`src/rtl/lfsr_pkg.sv`:
```
// rtl/lfsr_pkg.sv - shared types and helper functions for the LFSR range generator
//
// Purpose : FSM state encoding, covering-mask computation and the LFSR
//           next-state function (with zero guard) used by lfsr_core and
//           lfsr_range_gen.
// Ports   : none (package)
package lfsr_pkg;

  // Helpers work on a fixed wide vector; callers zero-extend and truncate.
  localparam int MAX_W = 32;

  typedef enum logic [1:0] {
    IDLE = 2'd0,
    DRAW = 2'd1,
    HOLD = 2'd2
  } fsm_t;

  // Smallest 2^k-1 that is >= lim; lim = 0 yields 0.
  function automatic logic [MAX_W-1:0] mask_for(input logic [MAX_W-1:0] lim);
    logic [MAX_W-1:0] m;
    m = '0;
    for (int i = 0; i < MAX_W; i++) begin
      if (m < lim) m = {m[MAX_W-2:0], 1'b1};
    end
    return m;
  endfunction

  // Right shift with XOR-reduced feedback into bit n-1. An all-zero result
  // would lock the register, so it is replaced by 1.
  function automatic logic [MAX_W-1:0] lfsr_step(input logic [MAX_W-1:0] state,
                                                 input logic [MAX_W-1:0] taps,
                                                 input int               n);
    logic [MAX_W-1:0] nxt;
    nxt        = state >> 1;
    nxt[n-1]   = ^(state & taps);
    if (nxt == '0) nxt = MAX_W'(1);
    return nxt;
  endfunction

endpackage

```
`src/rtl/lfsr_core.sv`:
```
// rtl/lfsr_core.sv - LFSR state register with seed load, step/hold and zero guard
//
// Purpose : Holds the N-bit LFSR state. Priority: seed_load, then advance,
//           then hold. A zero seed or zero next state is replaced by 1.
// Ports   : clk, reset (async, active-high), seed_load, seed_in[N],
//           advance, state[N] (current LFSR value)
module lfsr_core
  import lfsr_pkg::*;
#(
  parameter int             N    = 8,
  parameter logic [N-1:0]   TAPS = 8'h1D
) (
  input  logic         clk,
  input  logic         reset,
  input  logic         seed_load,
  input  logic [N-1:0] seed_in,
  input  logic         advance,
  output logic [N-1:0] state
);

  always_ff @(posedge clk or posedge reset) begin
    if (reset) begin
      state <= N'(1);
    end else if (seed_load) begin
      state <= (seed_in == '0) ? N'(1) : seed_in;
    end else if (advance) begin
      state <= N'(lfsr_step(MAX_W'(state), MAX_W'(TAPS), N));
    end
  end

endmodule

```
`src/rtl/lfsr_range_gen.sv`:
```
// rtl/lfsr_range_gen.sv - request/response draw of a value in [0, range_max]
//
// Purpose : Rejection sampling on the LFSR low bits under a covering mask,
//           with a bounded number of candidates and a masked fallback.
//           Optional macro NO_REPEAT_EN also rejects a candidate equal to
//           the last consumed result (skipped when the limit is 0).
// Ports   : clk, reset (async, active-high), enable, seed_load, seed_in[N],
//           req_valid/req_ready, range_max[OUT_W], o_valid/o_ready,
//           o_value[OUT_W], o_fallback, o_state[N]
module lfsr_range_gen
  import lfsr_pkg::*;
#(
  parameter int           N         = 8,
  parameter logic [N-1:0] TAPS      = 8'h1D,
  parameter int           OUT_W     = 4,
  parameter int           MAX_TRIES = 16
) (
  input  logic             clk,
  input  logic             reset,
  input  logic             enable,
  input  logic             seed_load,
  input  logic [N-1:0]     seed_in,
  input  logic             req_valid,
  output logic             req_ready,
  input  logic [OUT_W-1:0] range_max,
  output logic             o_valid,
  input  logic             o_ready,
  output logic [OUT_W-1:0] o_value,
  output logic             o_fallback,
  output logic [N-1:0]     o_state
);

  localparam int TRY_W = (MAX_TRIES < 2) ? 1 : $clog2(MAX_TRIES);

  fsm_t             fsm_q, fsm_d;
  logic [OUT_W-1:0] lim_q, mask_q, cand;
  logic [TRY_W-1:0] tries_q;
  logic             advance, cand_ok, last_try;

  // The LFSR always runs while drawing so each cycle offers a fresh candidate.
  assign advance = (fsm_q == DRAW) || enable;

  lfsr_core #(.N(N), .TAPS(TAPS)) u_core (
    .clk       (clk),
    .reset     (reset),
    .seed_load (seed_load),
    .seed_in   (seed_in),
    .advance   (advance),
    .state     (o_state)
  );

  assign cand     = o_state[OUT_W-1:0] & mask_q;
  assign last_try = (tries_q == TRY_W'(MAX_TRIES - 1));

`ifdef NO_REPEAT_EN
  logic [OUT_W-1:0] prev_q;
  assign cand_ok = (cand <= lim_q) && !((lim_q != '0) && (cand == prev_q));

  always_ff @(posedge clk or posedge reset) begin
    if (reset) begin
      prev_q <= '0;
    end else if (fsm_q == HOLD && o_ready) begin
      prev_q <= o_value;
    end
  end
`else
  assign cand_ok = (cand <= lim_q);
`endif

  always_ff @(posedge clk or posedge reset) begin
    if (reset) fsm_q <= IDLE;
    else       fsm_q <= fsm_d;
  end

  always_comb begin
    fsm_d     = fsm_q;
    req_ready = 1'b0;
    o_valid   = 1'b0;
    case (fsm_q)
      IDLE: begin
        req_ready = 1'b1;
        if (req_valid) fsm_d = DRAW;
      end
      DRAW: begin
        if (cand_ok || last_try) fsm_d = HOLD;
      end
      HOLD: begin
        o_valid = 1'b1;
        if (o_ready) fsm_d = IDLE;
      end
      default: fsm_d = IDLE;
    endcase
  end

  always_ff @(posedge clk or posedge reset) begin
    if (reset) begin
      lim_q      <= '0;
      mask_q     <= '0;
      tries_q    <= '0;
      o_value    <= '0;
      o_fallback <= 1'b0;
    end else begin
      case (fsm_q)
        IDLE: begin
          if (req_valid) begin
            lim_q   <= range_max;
            mask_q  <= OUT_W'(mask_for(MAX_W'(range_max)));
            tries_q <= '0;
          end
        end
        DRAW: begin
          tries_q <= tries_q + TRY_W'(1);
          if (cand_ok) begin
            o_value    <= cand;
            o_fallback <= 1'b0;
          end else if (last_try) begin
            // mask>>1 is strictly below lim, so the fallback is always in range.
            o_value    <= cand & (mask_q >> 1);
            o_fallback <= 1'b1;
          end
        end
        default: ;
      endcase
    end
  end

endmodule

```
`config.mk`:
```
export PLATFORM = sky130hd
export DESIGN_NAME = lfsr_range_gen
export DESIGN_NICKNAME = d
export VERILOG_FILES = /design/src/rtl/lfsr_pkg.sv /design/src/rtl/lfsr_core.sv /design/src/rtl/lfsr_range_gen.sv
export SDC_FILE = /design/constraint.sdc
export NUM_CORES = 1
export LEC_CHECK = 0
export BUFFER_PORTS_ARGS = -buffer_cell sky130_fd_sc_hd__buf_2
export CAP_MARGIN = 30
export CORE_UTILIZATION = 45
export DETAILED_ROUTE_END_ITERATION = 7
export PLACE_DENSITY_LB_ADDON = 0.25
export SLEW_MARGIN = 25
export SYNTH_ARGS = -nofsm -noshare
export SYNTH_HDL_FRONTEND = slang
export SYNTH_SLANG_ARGS = --single-unit
```
`constraint.sdc`:
```
create_clock -name clk -period 2.2 [get_ports clk]
set_input_delay 0.55 -clock clk [delete_from_list [all_inputs] [get_ports clk]]
set_output_delay 0.55 -clock clk [all_outputs]
set_load 0.01 [all_outputs]
```
==> metrics.txt <==
# TYPE chip_impl_metric gauge
chip_impl_info{name="outcome",value="complete, no violations"} 1
chip_impl_metric{name="globalplace.congestion",unit=""} 0.797
chip_impl_metric{name="finalNonFillerCells",unit=""} 224
chip_impl_info{name="synth_area_leaders",value="sky130_fd_sc_hd__dfrtp_1 46%, sky130_fd_sc_hd__o21ai_0 7.0%, sky130_fd_sc_hd__ha_1 5.3%"} 1
chip_impl_info{name="grt_setup_unrepaired",value="no"} 1
chip_impl_metric{name="multiInputGateArea",unit="um^2"} 688
chip_impl_metric{name="switching_power",unit="uW"} 813
chip_impl_metric{name="power.density",unit="mW/mm^2"} 1180
chip_impl_metric{name="intPower",unit="mW"} 1.13
chip_impl_metric{name="synth_area",unit="mm^2"} 0.00142
chip_impl_metric{name="slew_headroom",unit=""} 0.651
chip_impl_metric{name="clock_power_share",unit=""} 0.110
chip_impl_metric{name="max_cap_viol_count",unit=""} 0
chip_impl_metric{name="synth_seq_cells",unit=""} 27
chip_impl_metric{name="fp-row-count",unit=""} 20
chip_impl_metric{name="clock_skew",unit="ps"} 5.72
chip_impl_metric{name="count_of_routing_violations_after_the_opening_detailed_route_iteration",unit=""} 39
chip_impl_metric{name="drtAntennaViolNets",unit=""} 0
chip_impl_metric{name="layout_worst_path_cycle_share",unit=""} 0.884
chip_impl_metric{name="clk-insertion-delay-late",unit="ps"} 320
chip_impl_metric{name="die_h",unit="um"} 58.2
chip_impl_metric{name="netSwitchingFraction",unit=""} 0.419
chip_impl_metric{name="insertedDiodeCount",unit=""} 0
chip_impl_metric{name="cts.hold.buffers_added",unit=""} 0
chip_impl_metric{name="regToRegSetupSlack",unit="ps"} 260
chip_impl_metric{name="die_area",unit="mm^2"} 0.00339
chip_impl_metric{name="grt_util_all_layers",unit=""} 0.179
chip_impl_info{name="critPathLaunchType",value="flop"} 1
chip_impl_metric{name="synth_seq_area_share",unit=""} 0.476
chip_impl_metric{name="cts_inserted_buffers",unit=""} 3
chip_impl_metric{name="synth_enable_flop_cells",unit=""} 0
chip_impl_metric{name="design.portCount",unit=""} 33
chip_impl_metric{name="num-fill-cells",unit=""} 294
chip_impl_info{name="cts_root_buffer",value="sky130_fd_sc_hd__clkbuf_4"} 1
chip_impl_metric{name="antenna_violations_before_repair",unit=""} 0
chip_impl_metric{name="power.leakage",unit="nW"} 0.782
chip_impl_metric{name="finalWirelength",unit="um"} 2890
chip_impl_info{name="post-synth-top-area-cell",value="sky130_fd_sc_hd__dfrtp_1"} 1
chip_impl_metric{name="worstRegToRegCells",unit=""} 6
chip_impl_metric{name="dpl_cell_area",unit="mm^2"} 0.00162
chip_impl_metric{name="synthDominantCellAreaShare",unit=""} 0.457
chip_impl_metric{name="stdcell_area",unit="mm^2"} 0.00165
chip_impl_metric{name="comb_power_share",unit=""} 0.461
chip_impl_metric{name="synth.lib_cells_used.distinct",unit=""} 35
chip_impl_metric{name="ratio_of_cells_with_drive_above_1_in_the_final_layout",unit=""} 0.256
chip_impl_metric{name="period_minus_ws_final",unit="ps"} 1940
chip_impl_metric{name="place_ws",unit="ps"} 304
chip_impl_metric{name="worst_setup_hold_path_clk_slew",unit="ps"} 150
chip_impl_info{name="dominantRegCellSynth",value="sky130_fd_sc_hd__dfrtp_1"} 1
chip_impl_metric{name="synth_cells",unit=""} 147
chip_impl_metric{name="clock_path_buffers",unit=""} 2
chip_impl_metric{name="mapped_nets",unit=""} 171
chip_impl_metric{name="routed-via-count",unit=""} 1179
chip_impl_metric{name="grt_pass1_vias",unit=""} 1055
chip_impl_metric{name="vdd.ir_drop.worst",unit="mV"} 0.505
chip_impl_metric{name="fin_setup_tns",unit="ps"} 0
chip_impl_metric{name="critPathArrivalTime",unit="ps"} 2180
chip_impl_metric{name="tightestPinTransition",unit="ps"} 522
chip_impl_info{name="path_class",value="reg2reg"} 1
chip_impl_metric{name="post_synth.cell_area_avg",unit="um^2"} 9.68
chip_impl_metric{name="syn2layout_area_growth",unit="%"} 15.7
chip_impl_metric{name="timing.final.max_slew_violations",unit=""} 0
chip_impl_metric{name="clock-sinks",unit=""} 27
chip_impl_metric{name="finalSetupViolCount",unit=""} 0
chip_impl_info{name="crit_path_start",value="u_core.state[2]"} 1
chip_impl_metric{name="detail_route.drc_violations",unit=""} 0
chip_impl_metric{name="grt_start_max_net_pins",unit=""} 28
chip_impl_metric{name="grt_overflow_total",unit=""} 0
chip_impl_metric{name="synth_warnings",unit=""} 0
chip_impl_metric{name="number_of_detailed_route_iterations_in_the_first_pass",unit=""} 4
chip_impl_metric{name="cts-htree-levels",unit=""} 1
chip_impl_metric{name="initial_core_utilization",unit=""} 0.470
chip_impl_info{name="reg2reg_from",value="u_core.state[2]"} 1
chip_impl_info{name="critPathCaptureType",value="flop"} 1
chip_impl_metric{name="postLayoutSetupSlackWorst",unit="ps"} 255
chip_impl_metric{name="fin_nets",unit=""} 205
chip_impl_info{name="synthMostInstantiatedCell",value="sky130_fd_sc_hd__dfrtp_1"} 1
chip_impl_metric{name="fp.dieW",unit="um"} 58.2
chip_impl_metric{name="cts_setup_buffers",unit=""} 0
chip_impl_metric{name="cell_count_after_placement",unit=""} 220
chip_impl_metric{name="wl_per_cell",unit="um"} 12.9
chip_impl_metric{name="core",unit="mm^2"} 0.00303
chip_impl_info{name="crit-reg2reg-capture",value="o_value[0]"} 1
chip_impl_metric{name="first_pass_grt_wire_length",unit="um"} 4690
chip_impl_info{name="cts_tree",value="done"} 1
chip_impl_metric{name="report.final.hold_viol_count",unit=""} 0
chip_impl_metric{name="timing.critical_path.fanout_max",unit=""} 6
chip_impl_metric{name="footprint_of_the_flip_flops_and_latches",unit="um^2"} 677
chip_impl_metric{name="post_cts_resized",unit=""} 0
chip_impl_info{name="synthTopCellsByCount",value="26 x sky130_fd_sc_hd__dfrtp_1, 20 x sky130_fd_sc_hd__o21ai_0, 18 x sky130_fd_sc_hd__nand2_1"} 1
chip_impl_metric{name="avgViaCountPerCell",unit=""} 5.26
chip_impl_metric{name="seq_power_share",unit=""} 0.429
chip_impl_metric{name="crit_required",unit="ps"} 2440
chip_impl_metric{name="detailedPlacementHpwl",unit="um"} 2220
chip_impl_metric{name="maximum_operating_frequency",unit="MHz"} 514
chip_impl_metric{name="synthArstFlopShare",unit=""} 1.00
chip_impl_metric{name="numPortBuffers",unit=""} 32
chip_impl_info{name="min_path_type",value="in2async"} 1
power groups by stage:
stage	registers, mW	logic, mW	clock network, mW
detailed placement	0.842	0.883	0
finish	0.831	0.895	0.213
CTS	0.831	0.890	0.220
floorplan	0.840	0.617	0
global placement	0.830	0.852	0
global route	0.855	1.00	0.238
logic make-up (layout without fill, tap and decap cells):
family | Yosys count | in the layout | synth area share
adders and majority gates | 6 | 6 | 0.0528
AOI/OAI and AO/OA | 44 | 44 | 0.183
DFF | 27 | 27 | 0.476
buffers and inverters | 11 | 44 | 0.0405
muxes | 8 | 8 | 0.0572
xor gates and xnor gates | 3 | 3 | 0.0185
and+or+nand+nor | 48 | 48 | 0.172
metrics by stage:
step / power (mW) / hold WS, ps / utilization
2_1_floorplan: 1.46 / 442 / -
3_3_place_gp: 1.68 / 462 / 0.534
3_5_place_dp: 1.73 / 476 / 0.534
4_1_cts: 1.94 / 260 / 0.543
5_1_grt: 2.09 / 276 / 0.543
6_report: 1.94 / 254 / 0.543
layout make-up:
cell class / count / area share
repair buffers: 34 / 0.106
flip-flops and latches: 27 / 0.411
multi-input cells: 109 / 0.418
inverters: 6 / 0.0137
clock inverters: 1 / 0.00304
well taps: 44 / 0.0335
clock buffers: 3 / 0.0137
registers in the layout, summed over array words and instances (netlist names):
| signal | flops |
|---|---|
| tries_q | 4 |
| o_fallback | 1 |
| fsm_q | 2 |
| o_value | 4 |
| lim_q | 4 |
| mask_q | 4 |
| u_core.state | 8 |
worst max-delay path, stage by stage, from the launching register on:
cell                      delay [ps]
sky130_fd_sc_hd__dfrtp_1         470
sky130_fd_sc_hd__and2_1          180
sky130_fd_sc_hd__ha_1            280
sky130_fd_sc_hd__o21ai_0         230
sky130_fd_sc_hd__a21oi_1         120
sky130_fd_sc_hd__o31a_2          350
sky130_fd_sc_hd__a22o_1          230
routing by layer:
metal	GRT usage	vias to the layer above	wire length [um]
li1	-	585	-
met1	0.256	565	1420
met2	0.279	25	1350
met3	0.0201	4	84
met4	0.0680	0	31
met5	0	-	0
how the worst max path moves through the flow:
stage / to / slack [ps]
5_1_grt: o_value[0] / 190
6_report: o_value[0] / 260
3_5_place_dp: o_value[0] / 300
3_3_place_gp: o_value[0] / 400
2_1_floorplan: o_value[0] / 420
4_1_cts: o_value[0] / 290
cells in the final DEF, fill, tap and decap left out, drive strengths merged, types with 3 or more instances in the layout:
cell type / instances
and2: 3
ha: 6
nand2b: 3
a32o: 3
buf: 34
a21oi: 13
nand2: 18
inv: 6
dfrtp: 26
nor2: 12
clkbuf: 3
o21ai: 21
mux2i: 7
nor3: 4
Note: power is estimated with default switching activity, not from simulation.
